--- config.mk ---
export PLATFORM = sky130hd
export DESIGN_NAME = rtc_poll_sched
export DESIGN_NICKNAME = d
export VERILOG_FILES = /design/src/rtl/rtc_pkg.sv /design/src/rtl/rtc_poll_timer.sv /design/src/rtl/rtc_poll_sched.sv
export SDC_FILE = /design/constraint.sdc
export NUM_CORES = 1
export LEC_CHECK = 0
export ABC_AREA = 1
export BUFFER_PORTS_ARGS = -buffer_cell sky130_fd_sc_hd__buf_4
export CAP_MARGIN = 0
export CORE_MARGIN = 8
export CORE_UTILIZATION = 51
export DETAILED_ROUTE_END_ITERATION = 8
export PLACE_DENSITY = 0.75
export SYNTH_ARGS = -nofsm -noshare
export SYNTH_HDL_FRONTEND = slang
export SYNTH_SLANG_ARGS = --single-unit
--- constraint.sdc ---
create_clock -name clk -period 1.8 [get_ports clk]
set_clock_uncertainty 0.2 [all_clocks]
set_input_delay 0.18 -clock clk [delete_from_list [all_inputs] [get_ports clk]]
set_output_delay 0.18 -clock clk [all_outputs]
set_load 0.05 [all_outputs]
--- src/rtl/rtc_pkg.sv ---
// Shared DS1302 command bytes and the scheduler FSM encoding.
package rtc_pkg;

  typedef enum logic [7:0] {
    CMD_SEC_WR  = 8'h80,
    CMD_SEC_RD  = 8'h81,
    CMD_MIN_WR  = 8'h82,
    CMD_MIN_RD  = 8'h83,
    CMD_HOUR_WR = 8'h84,
    CMD_HOUR_RD = 8'h85
  } cmd_t;

  typedef enum logic [2:0] {
    ST_IDLE,
    ST_WR_ISSUE,
    ST_WR_WAIT,
    ST_RD_ISSUE,
    ST_RD_WAIT,
    ST_PUBLISH
  } state_t;

  // Read command for round index 0/1/2 (seconds, minutes, hours).
  function automatic logic [7:0] rd_cmd(input logic [1:0] idx);
    case (idx)
      2'd0:    rd_cmd = CMD_SEC_RD;
      2'd1:    rd_cmd = CMD_MIN_RD;
      default: rd_cmd = CMD_HOUR_RD;
    endcase
  endfunction

endpackage

--- src/rtl/rtc_poll_timer.sv ---
// Free-running poll interval counter; tick marks the wrap from POLL_CYCLES-1 to 0.
module rtc_poll_timer #(
  parameter int unsigned POLL_CYCLES = 50_000_000
) (
  input  logic clk,
  input  logic rst,
  input  logic en,
  output logic tick
);

  localparam int unsigned CW = (POLL_CYCLES > 1) ? $clog2(POLL_CYCLES) : 1;
  localparam logic [CW-1:0] LAST = CW'(POLL_CYCLES - 1);

  logic [CW-1:0] cnt_q, cnt_d;

  always_comb begin
    cnt_d = cnt_q;
    tick  = 1'b0;
    if (!en) begin
      cnt_d = '0;
    end else if (cnt_q == LAST) begin
      cnt_d = '0;
      tick  = 1'b1;
    end else begin
      cnt_d = cnt_q + CW'(1);
    end
  end

  always_ff @(posedge clk) begin
    if (rst) cnt_q <= '0;
    else     cnt_q <= cnt_d;
  end

endmodule

--- src/rtl/rtc_poll_sched.sv ---
// Arbitrates user writes and periodic seconds/minutes/hours read rounds onto a
// single DS1302 serial engine, publishing the three time bytes atomically.
module rtc_poll_sched
  import rtc_pkg::*;
#(
  parameter int unsigned POLL_CYCLES    = 50_000_000,
  parameter int unsigned TIMEOUT_CYCLES = 4096
) (
  input  logic       clk,
  input  logic       rst,
  input  logic       pollEn,
  input  logic       wrReq,
  input  logic [7:0] wrAddr,
  input  logic [7:0] wrData,
  output logic       wrAck,
  output logic       engStart,
  output logic [7:0] engAddr,
  output logic       engWrite,
  output logic [7:0] engWrData,
  input  logic       engDone,
  input  logic [7:0] engRdData,
  output logic [7:0] seconds,
  output logic [7:0] minutes,
  output logic [7:0] hours,
  output logic       timeValid,
  output logic       busy,
  output logic       err
);

  localparam int unsigned TW = (TIMEOUT_CYCLES > 1) ? $clog2(TIMEOUT_CYCLES) : 1;
  localparam logic [TW-1:0] TO_LAST = TW'(TIMEOUT_CYCLES - 1);

  state_t        state_q, state_d;
  logic          pend_q, pend_d;
  logic [1:0]    idx_q, idx_d;
  logic [TW-1:0] to_q, to_d;
  logic          err_q, err_d;
  logic [7:0]    addr_q, addr_d;
  logic          write_q, write_d;
  logic [7:0]    wdata_q, wdata_d;
  logic [2:0][7:0] shadow_q;
  logic [7:0]    sec_q, min_q, hour_q;
  logic          tv_q;
  logic          poll_tick;
  logic          rd_done;
  logic [2:0]    shadow_we;

  rtc_poll_timer #(
    .POLL_CYCLES(POLL_CYCLES)
  ) u_timer (
    .clk (clk),
    .rst (rst),
    .en  (pollEn),
    .tick(poll_tick)
  );

  assign rd_done = (state_q == ST_RD_WAIT) && engDone;

  for (genvar gi = 0; gi < 3; gi++) begin : g_shadow_we
    assign shadow_we[gi] = rd_done && (idx_q == 2'(gi));
  end

  always_comb begin
    state_d = state_q;
    pend_d  = pend_q;
    idx_d   = idx_q;
    to_d    = to_q;
    err_d   = err_q;
    addr_d  = addr_q;
    write_d = write_q;
    wdata_d = wdata_q;
    case (state_q)
      ST_IDLE: begin
        if (wrReq) begin
          state_d = ST_WR_ISSUE;
          addr_d  = wrAddr;
          write_d = 1'b1;
          wdata_d = wrData;
        end else if (pend_q) begin
          state_d = ST_RD_ISSUE;
          idx_d   = 2'd0;
          addr_d  = rd_cmd(2'd0);
          write_d = 1'b0;
          wdata_d = 8'h00;
        end
      end
      ST_WR_ISSUE: begin
        state_d = ST_WR_WAIT;
        to_d    = '0;
      end
      ST_WR_WAIT: begin
        // A timed-out write falls back to IDLE and is reissued while wrReq stays high.
        if (engDone) begin
          state_d = ST_IDLE;
        end else if (to_q == TO_LAST) begin
          state_d = ST_IDLE;
          err_d   = 1'b1;
        end else begin
          to_d = to_q + TW'(1);
        end
      end
      ST_RD_ISSUE: begin
        state_d = ST_RD_WAIT;
        to_d    = '0;
      end
      ST_RD_WAIT: begin
        if (engDone) begin
          if (idx_q == 2'd2) begin
            state_d = ST_PUBLISH;
          end else begin
            state_d = ST_RD_ISSUE;
            idx_d   = idx_q + 2'd1;
            addr_d  = rd_cmd(idx_q + 2'd1);
          end
        end else if (to_q == TO_LAST) begin
          // Abandon the round; the next timer wrap starts a fresh one.
          state_d = ST_IDLE;
          err_d   = 1'b1;
          pend_d  = 1'b0;
        end else begin
          to_d = to_q + TW'(1);
        end
      end
      ST_PUBLISH: begin
        state_d = ST_IDLE;
        pend_d  = 1'b0;
      end
      default: state_d = ST_IDLE;
    endcase
    // A wrap always leaves one poll pending, even one landing in PUBLISH.
    if (poll_tick) pend_d = 1'b1;
  end

  always_ff @(posedge clk) begin
    if (rst) begin
      state_q <= ST_IDLE;
      pend_q  <= 1'b0;
      idx_q   <= 2'd0;
      to_q    <= '0;
      err_q   <= 1'b0;
      addr_q  <= 8'h00;
      write_q <= 1'b0;
      wdata_q <= 8'h00;
    end else begin
      state_q <= state_d;
      pend_q  <= pend_d;
      idx_q   <= idx_d;
      to_q    <= to_d;
      err_q   <= err_d;
      addr_q  <= addr_d;
      write_q <= write_d;
      wdata_q <= wdata_d;
    end
  end

  // timeValid trails PUBLISH by one cycle so it coincides with the new values.
  always_ff @(posedge clk) begin
    if (rst) begin
      shadow_q <= '0;
      sec_q    <= 8'h00;
      min_q    <= 8'h00;
      hour_q   <= 8'h00;
      tv_q     <= 1'b0;
    end else begin
      for (int i = 0; i < 3; i++) begin
        if (shadow_we[i]) shadow_q[i] <= engRdData;
      end
      tv_q <= (state_q == ST_PUBLISH);
      if (state_q == ST_PUBLISH) begin
        sec_q  <= shadow_q[0];
        min_q  <= shadow_q[1];
        hour_q <= shadow_q[2];
      end
    end
  end

  assign engStart  = !rst && ((state_q == ST_WR_ISSUE) || (state_q == ST_RD_ISSUE));
  assign wrAck     = !rst && (state_q == ST_WR_WAIT) && engDone;
  assign busy      = !rst && (state_q != ST_IDLE);
  assign engAddr   = addr_q;
  assign engWrite  = write_q;
  assign engWrData = wdata_q;
  assign seconds   = sec_q;
  assign minutes   = min_q;
  assign hours     = hour_q;
  assign timeValid = tv_q;
  assign err       = err_q;

endmodule

==> flow_metrics.py <==
metrics = {
    "routing": {
        "wirelength_mm": 13.1,
        "drc": 0,
        "ant_nets": 0,
        "dr_total_vias": 4972,
        "drtIter0Drc": 431,
        "wl_per_cell_um": 13.7,
        "viasPerCell": 5.20,
        "first_pass_iters": 5,
    },
    "placed_design": {
        "hpwlAfterDp_mm": 9.15,
        "numPortBuffers": 74,
        "placed_area_sq_um": 5790,
        "dp.cells": 904,
        "gp_congestion": 0.916,
        "pre_cts_ws_ns": -0.0112,
    },
    "global_routing": {
        "grt_pass1_vias": 4555,
        "grt_pass1_wl_mm": 21.1,
        "grt_start_max_net_pins": 31,
        "track_usage_pct": 19.5,
        "grt_use_met2_pct": 31.9,
        "grt_antenna_before_repair": 0,
        "busiest_layer": "met2",
        "met3_usage_pct": 3.89,
        "met1_usage_pct": 24.5,
        "grt_overflow": 0,
    },
    "timing": {
        "max-slew-margin-rel_pct": 66.7,
        "setup_viol": 0,
        "setup_ws_ns": 0.0385,
        "fmax_ghz": 0.568,
        "min_period_over_period_pct": 97.9,
        "min_period_ns": 1.76,
        "worstMarginPinSlew_ns": 0.496,
        "finalHoldViolCount": 12,
        "slew_violations": 0,
        "finalSetupTns_ns": 0,
        "fin_hold_ws_ns": -0.0871,
    },
    "synthesis": {
        "synth-edff-count": 0,
        "syn_area_sq_um": 5010,
        "synth_top_family_by_area": "simple AND/OR/NAND/NOR gates",
        "ys_warn_count": 0,
        "ys_seq_elements": 111,
        "synth.area.mux_share_pct": 0,
        "synth.yosys.seq_area_share_pct": 44.3,
        "synth_cells": 702,
        "synth_nets": 737,
        "synth-compound-area-share_pct": 11.0,
        "async_flop_share_pct": 0,
        "syn_area_per_cell_sq_um": 7.14,
        "synth_ff_type": "dfxtp_1",
        "synth_xor_area_share_pct": 1.92,
        "synth_adder_area_share_pct": 1.50,
        "synth-simple-area-share_pct": 34.2,
        "netlist-cell-type-count": 32,
    },
    "outcome": {
        "status": "complete, but fails checks",
        "violations": "negative hold slack",
    },
    "floorplanning": {
        "num_rows": 36,
        "fp.dieH_um": 115,
        "initial_core_util_pct": 52.0,
        "ios": 75,
        "die_width_um": 115,
        "coreArea_sq_um": 9640,
        "die_area_sq_um": 13300,
    },
    "power": {
        "cellLeakagePower_nw": 2.51,
        "powerDensity_nw_per_um2": 765,
        "vdd_drop_max_mv": 0.493,
        "power_mw": 4.86,
    },
    "worst_hold_path": {
        "min_to": "to_q[1]",
        "holdPathStages": 2,
        "min_path_type": "in -> reg",
        "min-delay-start": "rst",
    },
    "worst_setup_path": {
        "reg2reg_to": "to_q[9]",
        "critical_path.startpoint": "engDone",
        "path_class": "in -> out",
        "cp_max_fo": 5,
        "crit_path_end_kind": "primary output",
        "reg2reg_slack_ns": 0.04,
        "crit_required_ns": 1.42,
        "r2r-start": "to_q[0]",
        "r2r_cells": 8,
        "start_kind": "primary input",
        "cp.arrival_ns": 1.38,
    },
    "cells_and_area": {
        "final_layout_size_suffix_gt1_share_pct": 20.3,
        "stdcell_count": 956,
        "fin_util_pct": 66.0,
        "fill_cells": 850,
        "fin_nets": 853,
        "n_antenna_cell": 0,
        "postLayoutCellArea_sq_um": 6360,
        "syn2layout_area_growth_pct": 26.8,
    },
    "clocking": {
        "cts_buffers": 9,
        "clk_path_buf_depth": 2,
        "clk_pin_slew_ns": 0.11,
        "root_buffer": "clkbuf_8",
        "clock_latency_ns": 0.37,
        "h-tree-depth": 3,
        "holdBufCountCts": 24,
        "cts_tree": "built",
        "clock-sinks": 111,
    },
    "job": {
        "maxCapViolCount": 0,
    },
}
[state kept, by name, summed over array words and instances, names as in the netlist, 2 cells and up]
register       cells
seconds            8
u_timer.cnt_q     26
to_q              12
state_q            3
minutes            8
engWrData          8
hours              8
idx_q              2
engAddr            8
shadow_q          24
[layout make-up]
type                            instances  area, sq um  area share, %
Multi-Input combinational cell        509         2470           38.8
Sequential cell                       111         2240           35.2
Timing Repair Buffer                  132         1090           17.1
Inverter                               55          211           3.33
Tap cell                              133          166           2.62
Clock buffer                           10          138           2.16
Clock inverter                          6         50.0          0.787
[worst max-delay path by stage]
stage | to | slack, ns | cells past startpoint
after floorplan | engStart | 0.002 | 4
after global placement | to_q[4] | 0.09 | 8
after detailed placement | to_q[4] | -0.01 | 8
after CTS | to_q[4] | -0.02 | 8
after global routing | to_q[9] | -0.05 | 8
final | wrAck | 0.04 | 5
[cells by family (layout without fill, tap and decap cells)]
logic type / after synthesis / in the layout
buf+inv: 82 / 203
xor+xnor: 11 / 11
compound gates: 109 / 109
simple gates: 383 / 383
fa+ha+maj: 6 / 6
flops: 111 / 111
[synth_stat cells, types with 2 or more instances]
cell type | number | share of area [%]
or2_0 | 2 | 0.25
buf_6 | 4 | 0.90
clkbuf_1 | 13 | 0.97
nor2_2 | 4 | 0.50
nand4_1 | 12 | 1.5
ha_1 | 6 | 1.5
a21oi_1 | 69 | 6.9
nor3_4 | 2 | 0.65
o21ai_0 | 37 | 3.7
nand3_4 | 2 | 0.70
nand3b_1 | 2 | 0.30
xnor2_1 | 5 | 0.87
inv_2 | 3 | 0.22
nand3_1 | 67 | 6.7
nor2_4 | 2 | 0.45
xor2_1 | 6 | 1.0
inv_1 | 51 | 3.8
nand2_1 | 150 | 11
nand2_2 | 8 | 1.0
buf_2 | 8 | 0.80
nor2_1 | 112 | 8.4
dfxtp_1 | 111 | 44
nand3_2 | 3 | 0.60
nand2_4 | 2 | 0.45
nor3_1 | 14 | 1.4
[worst max-delay path, cell delays in order]
cell	delay, ns
dlygate4sd3_1	0.53
buf_4	0.12
inv_1	0.11
nor3_2	0.25
buf_6	0.19
[power by group]
part           switching [mW]  internal [mW]  total [mW]  leakage (nW)
clock                   0.877          0.562        1.44        0.0952
sequential             0.0520           2.52        2.57         0.900
combinational           0.531          0.323       0.854          1.51
total                    1.46           3.40        4.86          2.51
[cell usage in the layout (no fill, tap or decap), types with 2 or more instances in the layout]
cell type / instances
dlygate4sd3_1: 24
nand4_1: 12
o21ai_1: 3
dfxtp_4: 3
nand2_1: 149
buf_4: 103
buf_12: 2
inv_2: 5
inv_1: 48
nor2_2: 8
ha_1: 5
o21ai_0: 35
nand3_1: 67
xor2_1: 6
a21oi_1: 69
nor3_4: 2
clkbuf_8: 10
nand3_2: 2
or2_0: 2
dfxtp_1: 106
nand2_4: 3
nand3_4: 3
nor3_1: 13
nand3b_1: 2
nand2_2: 8
buf_6: 3
nor2_1: 108
nor2_4: 2
inv_6: 2
xnor2_1: 5
dfxtp_2: 2
inv_4: 2
[metal layers]
| metal | vias to the layer above | share of wire, % |
|---|---|---|
| met2 | 137 | 47 |
| met3 | 22 | 5.2 |
| met5 | - | 0 |
| met1 | 2310 | 45 |
| met4 | 0 | 2.0 |
| li1 | 2503 | - |
[what timing repair did]
| action | CTS | global route |
|---|---|---|
| pin swaps | 1 | 3 |
| hold endpoints to repair | 52 | 12 |
| gates resized for setup | 6 | 18 |
| endpoints found under the setup margin | 6 | 24 |
| buffers inserted | 1 | 11 |
Power figures use the tool's default switching activity.
